$ cat src/rtl/alu_ctrl_pkg.sv
// rtl/alu_ctrl_pkg.sv - ALUOp/Funct constants, ALU control codes and sequencer states
package alu_ctrl_pkg;

    localparam logic [2:0] OP_ADD   = 3'b000;
    localparam logic [2:0] OP_SUB   = 3'b001;
    localparam logic [2:0] OP_RTYPE = 3'b010;
    localparam logic [2:0] OP_AND   = 3'b100;
    localparam logic [2:0] OP_OR    = 3'b110;
    localparam logic [2:0] OP_SLT   = 3'b111;

    localparam logic [5:0] FN_NOP   = 6'b000000;
    localparam logic [5:0] FN_MFHI  = 6'b010000;
    localparam logic [5:0] FN_MFLO  = 6'b010010;
    localparam logic [5:0] FN_MULT  = 6'b011000;
    localparam logic [5:0] FN_MULTU = 6'b011001;
    localparam logic [5:0] FN_DIV   = 6'b011010;
    localparam logic [5:0] FN_DIVU  = 6'b011011;
    localparam logic [5:0] FN_ADD   = 6'b100000;
    localparam logic [5:0] FN_SUB   = 6'b100010;
    localparam logic [5:0] FN_AND   = 6'b100100;
    localparam logic [5:0] FN_OR    = 6'b100101;
    localparam logic [5:0] FN_NOR   = 6'b100111;
    localparam logic [5:0] FN_SLT   = 6'b101010;

    localparam logic [3:0] CTL_AND     = 4'b0000;
    localparam logic [3:0] CTL_OR      = 4'b0001;
    localparam logic [3:0] CTL_ADD     = 4'b0010;
    localparam logic [3:0] CTL_SUB     = 4'b0110;
    localparam logic [3:0] CTL_SLT     = 4'b0111;
    localparam logic [3:0] CTL_MFHI    = 4'b1000;
    localparam logic [3:0] CTL_MFLO    = 4'b1001;
    localparam logic [3:0] CTL_MULDIV  = 4'b1010;
    localparam logic [3:0] CTL_NOR     = 4'b1100;
    localparam logic [3:0] CTL_ILLEGAL = 4'b1111;

    localparam logic [2:0] S_IDLE = 3'd0;
    localparam logic [2:0] S_MUL  = 3'd1;
    localparam logic [2:0] S_DIV  = 3'd2;
    localparam logic [2:0] S_FIX  = 3'd3;
    localparam logic [2:0] S_DONE = 3'd4;

endpackage

$ cat src/rtl/muldiv_iter.sv
// rtl/muldiv_iter.sv - shift-add multiply / restoring divide datapath with sign fix-up and HI/LO
module muldiv_iter
    import alu_ctrl_pkg::*;
#(
    parameter int WIDTH = 32
) (
    input  logic             clk,
    input  logic             rst,
    input  logic             start_i,
    input  logic             div_i,
    input  logic             sgn_i,
    input  logic [WIDTH-1:0] a_i,
    input  logic [WIDTH-1:0] b_i,
    input  logic             step_i,
    input  logic             fix_i,
    output logic             last_o,
    output logic [WIDTH-1:0] hi_o,
    output logic [WIDTH-1:0] lo_o
);

    logic [WIDTH-1:0]   acc_q, sh_q, mc_q, cnt_q, hi_q, lo_q;
    logic               div_q, neg_q, negr_q;
    logic [WIDTH-1:0]   mag_a, mag_b;
    logic [WIDTH:0]     mul_sum, div_sh;
    logic [WIDTH+1:0]   div_diff;
    logic [2*WIDTH-1:0] prod, prod_fix;
    logic [WIDTH-1:0]   quo_fix, rem_fix;
    logic               unused_bits;

    assign mag_a = (sgn_i && a_i[WIDTH-1]) ? -a_i : a_i;
    assign mag_b = (sgn_i && b_i[WIDTH-1]) ? -b_i : b_i;

    assign mul_sum  = sh_q[0] ? ({1'b0, acc_q} + {1'b0, mc_q}) : {1'b0, acc_q};
    assign div_sh   = {acc_q, sh_q[WIDTH-1]};
    assign div_diff = {1'b0, div_sh} - {2'b00, mc_q};

    assign prod     = {acc_q, sh_q};
    assign prod_fix = neg_q ? -prod : prod;
    assign quo_fix  = neg_q ? -sh_q : sh_q;
    assign rem_fix  = negr_q ? -acc_q : acc_q;

    assign unused_bits = div_diff[WIDTH];

    // cnt_q walks a single one from bit 0 to bit WIDTH-1, one position per iteration
    always_ff @(posedge clk or posedge rst) begin
        if (rst) begin
            acc_q  <= '0;
            sh_q   <= '0;
            mc_q   <= '0;
            cnt_q  <= '0;
            div_q  <= 1'b0;
            neg_q  <= 1'b0;
            negr_q <= 1'b0;
            hi_q   <= '0;
            lo_q   <= '0;
        end else if (start_i) begin
            acc_q  <= '0;
            sh_q   <= div_i ? mag_a : mag_b;
            mc_q   <= div_i ? mag_b : mag_a;
            cnt_q  <= WIDTH'(1);
            div_q  <= div_i;
            neg_q  <= sgn_i & (a_i[WIDTH-1] ^ b_i[WIDTH-1]);
            negr_q <= sgn_i & a_i[WIDTH-1];
        end else if (step_i) begin
            cnt_q <= cnt_q << 1;
            if (!div_q) begin
                acc_q <= mul_sum[WIDTH:1];
                sh_q  <= {mul_sum[0], sh_q[WIDTH-1:1]};
            end else if (!div_diff[WIDTH+1]) begin
                acc_q <= div_diff[WIDTH-1:0];
                sh_q  <= {sh_q[WIDTH-2:0], 1'b1};
            end else begin
                acc_q <= div_sh[WIDTH-1:0];
                sh_q  <= {sh_q[WIDTH-2:0], 1'b0};
            end
        end else if (fix_i) begin
            hi_q <= div_q ? rem_fix : prod_fix[2*WIDTH-1:WIDTH];
            lo_q <= div_q ? quo_fix : prod_fix[WIDTH-1:0];
        end
    end

    assign last_o = cnt_q[WIDTH-1];
    assign hi_o   = hi_q;
    assign lo_o   = lo_q;

endmodule

$ cat src/rtl/alu_control_seq.sv
// rtl/alu_control_seq.sv - registered ALU control decoder with mul/div sequencer (ALUCTL_MULDIV_EN)
module alu_control_seq
    import alu_ctrl_pkg::*;
#(
    parameter int WIDTH = 32,
    parameter int OPW   = 3,
    parameter int CTLW  = 4
) (
    input  logic             clk,
    input  logic             reset,
    input  logic             Start,
    input  logic [OPW-1:0]   ALUOp,
    input  logic [5:0]       Funct,
    input  logic [WIDTH-1:0] A,
    input  logic [WIDTH-1:0] B,
    output logic [CTLW-1:0]  Salida,
    output logic             Error,
    output logic             Busy,
    output logic             Done,
    output logic [WIDTH-1:0] Hi,
    output logic [WIDTH-1:0] Lo
);

    logic [3:0]      dec_ctl;
    logic            dec_err, dec_mul, dec_div, dec_sgn;
    logic            accept, busy, div_zero;
    logic [CTLW-1:0] salida_q;
    logic            error_q;

    always_comb begin
        dec_ctl = CTL_ILLEGAL;
        dec_err = 1'b1;
        dec_mul = 1'b0;
        dec_div = 1'b0;
        dec_sgn = 1'b0;
        case (ALUOp)
            OPW'(OP_ADD): begin dec_ctl = CTL_ADD; dec_err = 1'b0; end
            OPW'(OP_SUB): begin dec_ctl = CTL_SUB; dec_err = 1'b0; end
            OPW'(OP_AND): begin dec_ctl = CTL_AND; dec_err = 1'b0; end
            OPW'(OP_OR):  begin dec_ctl = CTL_OR;  dec_err = 1'b0; end
            OPW'(OP_SLT): begin dec_ctl = CTL_SLT; dec_err = 1'b0; end
            OPW'(OP_RTYPE): begin
                dec_err = 1'b0;
                case (Funct)
                    FN_ADD, FN_NOP: dec_ctl = CTL_ADD;
                    FN_SUB:         dec_ctl = CTL_SUB;
                    FN_AND:         dec_ctl = CTL_AND;
                    FN_OR:          dec_ctl = CTL_OR;
                    FN_SLT:         dec_ctl = CTL_SLT;
                    FN_NOR:         dec_ctl = CTL_NOR;
`ifdef ALUCTL_MULDIV_EN
                    FN_MFHI:        dec_ctl = CTL_MFHI;
                    FN_MFLO:        dec_ctl = CTL_MFLO;
                    FN_MULT, FN_MULTU: begin
                        dec_ctl = CTL_MULDIV;
                        dec_mul = 1'b1;
                        dec_sgn = ~Funct[0];
                    end
                    FN_DIV, FN_DIVU: begin
                        dec_ctl = CTL_MULDIV;
                        dec_div = 1'b1;
                        dec_sgn = ~Funct[0];
                    end
`endif
                    default:        dec_err = 1'b1;
                endcase
            end
            default: ;
        endcase
    end

    assign accept = Start && !busy;

    always_ff @(posedge clk or posedge reset) begin
        if (reset) begin
            salida_q <= CTLW'(CTL_ADD);
            error_q  <= 1'b0;
        end else if (accept) begin
            salida_q <= CTLW'(dec_ctl);
            error_q  <= dec_err | div_zero;
        end
    end

    assign Salida = salida_q;
    assign Error  = error_q;

`ifdef ALUCTL_MULDIV_EN
    logic [2:0] state_q, state_d;
    logic       launch, last;

    assign div_zero = dec_div && (B == '0);
    assign launch   = accept && (dec_mul || (dec_div && !div_zero));

    always_comb begin
        state_d = state_q;
        case (state_q)
            S_IDLE, S_DONE: begin
                // DONE falls back to IDLE unless a new op is accepted at the same edge
                state_d = S_IDLE;
                if (accept && dec_mul)
                    state_d = S_MUL;
                else if (accept && dec_div)
                    state_d = div_zero ? S_DONE : S_DIV;
            end
            S_MUL, S_DIV: if (last) state_d = S_FIX;
            S_FIX:        state_d = S_DONE;
            default:      state_d = S_IDLE;
        endcase
    end

    always_ff @(posedge clk or posedge reset) begin
        if (reset)
            state_q <= S_IDLE;
        else
            state_q <= state_d;
    end

    assign busy = (state_q == S_MUL) || (state_q == S_DIV) || (state_q == S_FIX);
    assign Busy = busy;
    assign Done = (state_q == S_DONE);

    muldiv_iter #(.WIDTH(WIDTH)) u_muldiv (
        .clk     (clk),
        .rst     (reset),
        .start_i (launch),
        .div_i   (dec_div),
        .sgn_i   (dec_sgn),
        .a_i     (A),
        .b_i     (B),
        .step_i  ((state_q == S_MUL) || (state_q == S_DIV)),
        .fix_i   (state_q == S_FIX),
        .last_o  (last),
        .hi_o    (Hi),
        .lo_o    (Lo)
    );
`else
    logic unused_sig;

    assign div_zero   = 1'b0;
    assign busy       = 1'b0;
    assign Busy       = 1'b0;
    assign Done       = 1'b0;
    assign Hi         = '0;
    assign Lo         = '0;
    assign unused_sig = ^{A, B, dec_mul, dec_div, dec_sgn};
`endif

endmodule

$ cat config.mk
export PLATFORM = sky130hd
export DESIGN_NAME = alu_control_seq
export DESIGN_NICKNAME = d
export VERILOG_FILES = /design/src/rtl/alu_ctrl_pkg.sv /design/src/rtl/muldiv_iter.sv /design/src/rtl/alu_control_seq.sv
export SDC_FILE = /design/constraint.sdc
export NUM_CORES = 1
export LEC_CHECK = 0
export BUFFER_PORTS_ARGS = -buffer_cell sky130_fd_sc_hd__buf_2
export CAP_MARGIN = 15
export CORE_AREA = 2 2 63 65
export CTS_CLUSTER_DIAMETER = 50
export DETAILED_ROUTE_END_ITERATION = 6
export DIE_AREA = 0 0 65 67
export PLACE_DENSITY = 0.74
export SLEW_MARGIN = 20
export SYNTH_ARGS = -nofsm -noshare
export SYNTH_HDL_FRONTEND = slang
export SYNTH_SLANG_ARGS = --single-unit
$ cat constraint.sdc
create_clock -name clk -period 0.8 [get_ports clk]
set_input_delay 0.04 -clock clk [delete_from_list [all_inputs] [get_ports clk]]
set_output_delay 0.04 -clock clk [all_outputs]
set_load 0.02 [all_outputs]
# After elaboration in Yosys (flattened, before gate mapping)
# Index checks and enable logic that the tools add are counted.
# totals
ff_bits,5
out_inout_bits,71
wordCells,22
# op_classes
eq_ne,11
n_mux,4
n_reduce_logical,5
# op_table
operator,count
$pmux 4 s6,2
$eq 6x6->1 const B,6
$eq 3x3->1 const B,3
$reduce_or 7->1,1
$logic_not 6->1,1
$reduce_or 5->1,1
$eq 3x1->1 const B,1
$eq 3x2->1 const B,1
$logic_not 3->1,1
$pmux 1 s2,1
$reduce_or 2->1,1
$mux 1,1

# Logic depth before layout (Yosys ltp)
# depth
ltp_word,4
depth_mapped,4

# Least setup slack after synthesis
# Ideal clock, no wire load.
# synth_path
path_kind,input-to-reg
from,in Funct[5]
to,reg salida_q[0] (netlist: Salida[0])
setup_ps,121
arrival_time_ps,799
required_time_ps,679
setup_slack_ps,-120
cell_stages,4
path_buffers,0
path_cell_list,and2_4 a31o_1 o31a_1 o22a_1
# synth_between
elab_chain_len,4
word_cells_on_any_way,10
# synth_lines
item,line_no,source
from (decl),alu_control_seq.sv:13,"input logic [5:0] Funct,"
$eq 6x6->1 / $logic_not 6->1 (equally long branches),alu_control_seq.sv:44,case (Funct)
$reduce_or 2->1,--,
$pmux 4 s6 (*),alu_control_seq.sv:44,
$pmux 4 s6 (*),alu_control_seq.sv:36,case (ALUOp)
to (signal assigned),alu_control_seq.sv:76,salida_q <= CTLW'(CTL_ADD);
to (signal assigned),alu_control_seq.sv:79,salida_q <= CTLW'(dec_ctl);
to (decl),alu_control_seq.sv:27,logic [CTLW-1:0] salida_q;
# Every way passes the cells marked *; elsewhere a longest branch is shown, timed or not.
# A chain may end at the register's enable or synchronous reset.

# Worst setup path after layout
# layout_path
from,reg salida_q[1] (netlist: Salida[1])
to,out Salida[1]
# layout_rtl
item,line_no,source
to (decl),alu_control_seq.sv:16,"output logic [CTLW-1:0] Salida,"
# No word-level cell between the ends.

==> flow_metrics.env <==
export IMPL_synthArstFlopShare=1.00
export IMPL_max_cap_viol_count=0
export IMPL_placed_area_um2=847
export IMPL_cp_max_fo=2
export IMPL_skew_ps=0
export IMPL_clockRootBuffer="clkbuf_8"
export IMPL_critPathRequiredTime_ps=760
export IMPL_grt_start_max_net_pins=10
export IMPL_place_inst=189
export IMPL_std_cell_rows=22
export IMPL_drtIter0Drc=62
export IMPL_hold_violations=0
export IMPL_die_y_um=67
export IMPL_reg2reg_from="Salida[1]$_DFFE_PP1P_"
export IMPL_grt_ovfl_total=0
export IMPL_crit_start="Salida[1]$_DFFE_PP1P_"
export IMPL_drtAntennaViolNets=0
export IMPL_synthFlopType="dfrtp_1"
export IMPL_die_w_um=65
export IMPL_drv_slew=0
export IMPL_p_leak_uw=0.000543
export IMPL_gp_congestion=0.771
export IMPL_cts_tree="done"
export IMPL_wl_per_cell_um=8.02
export IMPL_crit_chain="buf_6"
export IMPL_core_area_um2=3610
export IMPL_wirelength_mm=1.57
export IMPL_hpwl_mm=1.24
export IMPL_setup_worst_path_start_class="flop"
export IMPL_io_pins=147
export IMPL_synth_area_leaders="buf_4 (56%), dfrtp_1 (11%), dfstp_2 (3.0%), nor2_1 (3.0%), nand2b_1 (2.8%)"
export IMPL_avgSynthCellArea_um2=7.58
export IMPL_grt_pass1_wl_mm=2.13
export IMPL_power_density_nw_per_um2=1390
export IMPL_synthTopCellsByCount="buf_4 (66), nor2_1 (7), inv_1 (5)"
export IMPL_hold_start="Start"
export IMPL_die_area_um2=4360
export IMPL_worst_path_buf_inv=1
export IMPL_port_buffer_count=16
export IMPL_clkSinkCount=5
export IMPL_ir_drop_v=0.000404
export IMPL_numCtsBuffers=3
export IMPL_clock_fmax_mhz=1100
export IMPL_firstDrtPassIters=2
export IMPL_min_period_ps=906
export IMPL_critPathTopFamily="flip-flops"
export IMPL_postSynthCellCount=116
export IMPL_finalSetupViolations=2
export IMPL_synth_top_area_share=0.563
export IMPL_clockBufferDepth=2
export IMPL_fin_crit_sh=1.13
export IMPL_slowest_delay_ps=530
export IMPL_status="finished, violations left"
export IMPL_grt_pass1_vias=509
export IMPL_netlist_area_um2=880
export IMPL_grt_antenna_before_repair=0
export IMPL_ys_warnings_count=0
export IMPL_track_usage=0.0656
export IMPL_synth_most_common_cell="buf_4"
export IMPL_worstSkewPairLatency_ps=220
export IMPL_crit_arrival_ps=870
export IMPL_yosysSeqAreaShare=0.144
export IMPL_fin_ws_ps=-106
export IMPL_drive_above_1_share=0.291
export IMPL_final_cell_area_um2=1000
export IMPL_yosysTopAreaCell="buf_4"
export IMPL_area_growth_syn_to_layout_pct=13.7
export IMPL_cts_max_level=1
export IMPL_remaining_drc_errors=0
export IMPL_diodes=0
export IMPL_finalNonFillerCells=196
export IMPL_rsz0062_at_grt="true"
export IMPL_vias=663
export IMPL_initial_utilization=0.244
export IMPL_hp_class="in2reg"
export IMPL_synth_cell_types=27
export IMPL_synth_edf_count=0
export IMPL_cpMaxStageDelayCell="dfstp_2"
export IMPL_violations="negative setup slack"
export IMPL_nets=225
export IMPL_ys_seq_elements=5
export IMPL_crit_type="reg2out"
export IMPL_worstSetupEndpointType="primary output"
export IMPL_vias_per_cell=3.38
export IMPL_cts_clk_slew_worst_paths_ps=40
final cells by class:
cell class,count,area [µm²]
fillers,401,2610
multi-input cells,104,522
repair buffers,30,228
flip-flops and latches,5,126
well taps,48,60.1
clock buffers,4,45.0
inverters,5,18.8
cells by family (layout without fill, tap and decap cells):
kind of cell | count (synthesis) | after routing | share of synthesized area
buf+inv | 72 | 39 | 0.589
other cells | 1 | 66 | 0.00426
flops | 5 | 5 | 0.144
xor+xnor | 1 | 1 | 0.00996
simple gates | 18 | 18 | 0.111
compound gates | 19 | 19 | 0.142
state kept, by name (all words and copies together) (netlist names):
name	count
Salida	4
Error	1
metrics by stage:
step | utilization | setup TNS (ps) | power [µW] | hold WS, ps | setup WS [ps]
finish | 0.277 | -139 | 1390 | 77.7 | -106
global route | 0.277 | -219 | 1470 | 102 | -120
CTS | 0.259 | -126 | 1340 | 80.2 | -126
detailed placement | 0.235 | -995 | 840 | -59.6 | -258
global placement | 0.235 | -889 | 839 | -52.2 | -234
floorplan | - | -62.0 | 948 | -182 | -62.0
repair_timing:
item                                    in CTS  in global routing
hold endpoints to repair                     5                  0
hold buffers                                 1                  0
endpoints found under the setup margin       5                  9
pin swaps                                    1                  1
gates resized for setup                      8                 18
buffers inserted                             1                  1
final timing paths:
path | to | slack (ps) | cells past startpoint
setup / recovery | Salida[1] | -110 | 1
hold / removal | Salida[1]$_DFFE_PP1P_ | 80 | 2
setup reg to reg | Salida[1]$_DFFE_PP1P_ | -30 | 3
hold reg to reg | Salida[3]$_DFFE_PP0P_ | 550 | 2
max in group asynchronous | Salida[1]$_DFFE_PP1P_ | 310 | 3
min in group asynchronous | Salida[2]$_DFFE_PP0P_ | 260 | 3
cells in the final DEF, fill, tap and decap left out, types with 2 or more instances in the layout:
cell type	instances
buf_2	9
clkbuf_8	3
buf_6	6
dfrtp_1	4
o22ai_1	2
o21ai_2	2
inv_1	4
conb_1	66
o21ai_0	2
nor2_1	6
buf_4	14
nand2b_1	4
a21oi_1	4
report_power, final:
| part | switching [µW] | total, µW | internal, µW |
|---|---|---|---|
| combinational | 441 | 623 | 182 |
| sequential | 21.9 | 308 | 286 |
| clock | 120 | 461 | 342 |
per-layer routing:
layer | part of all wire | wire (µm) | track usage | vias to the layer above
met4 | 0.012 | 19 | 0.0399 | 0
met5 | 0 | 0 | 0 | -
met3 | 0.17 | 268 | 0.0287 | 2
met2 | 0.48 | 756 | 0.107 | 67
met1 | 0.34 | 528 | 0.0697 | 286
li1 | - | - | - | 308
No activity file was read; power rests on OpenSTA's default activity.
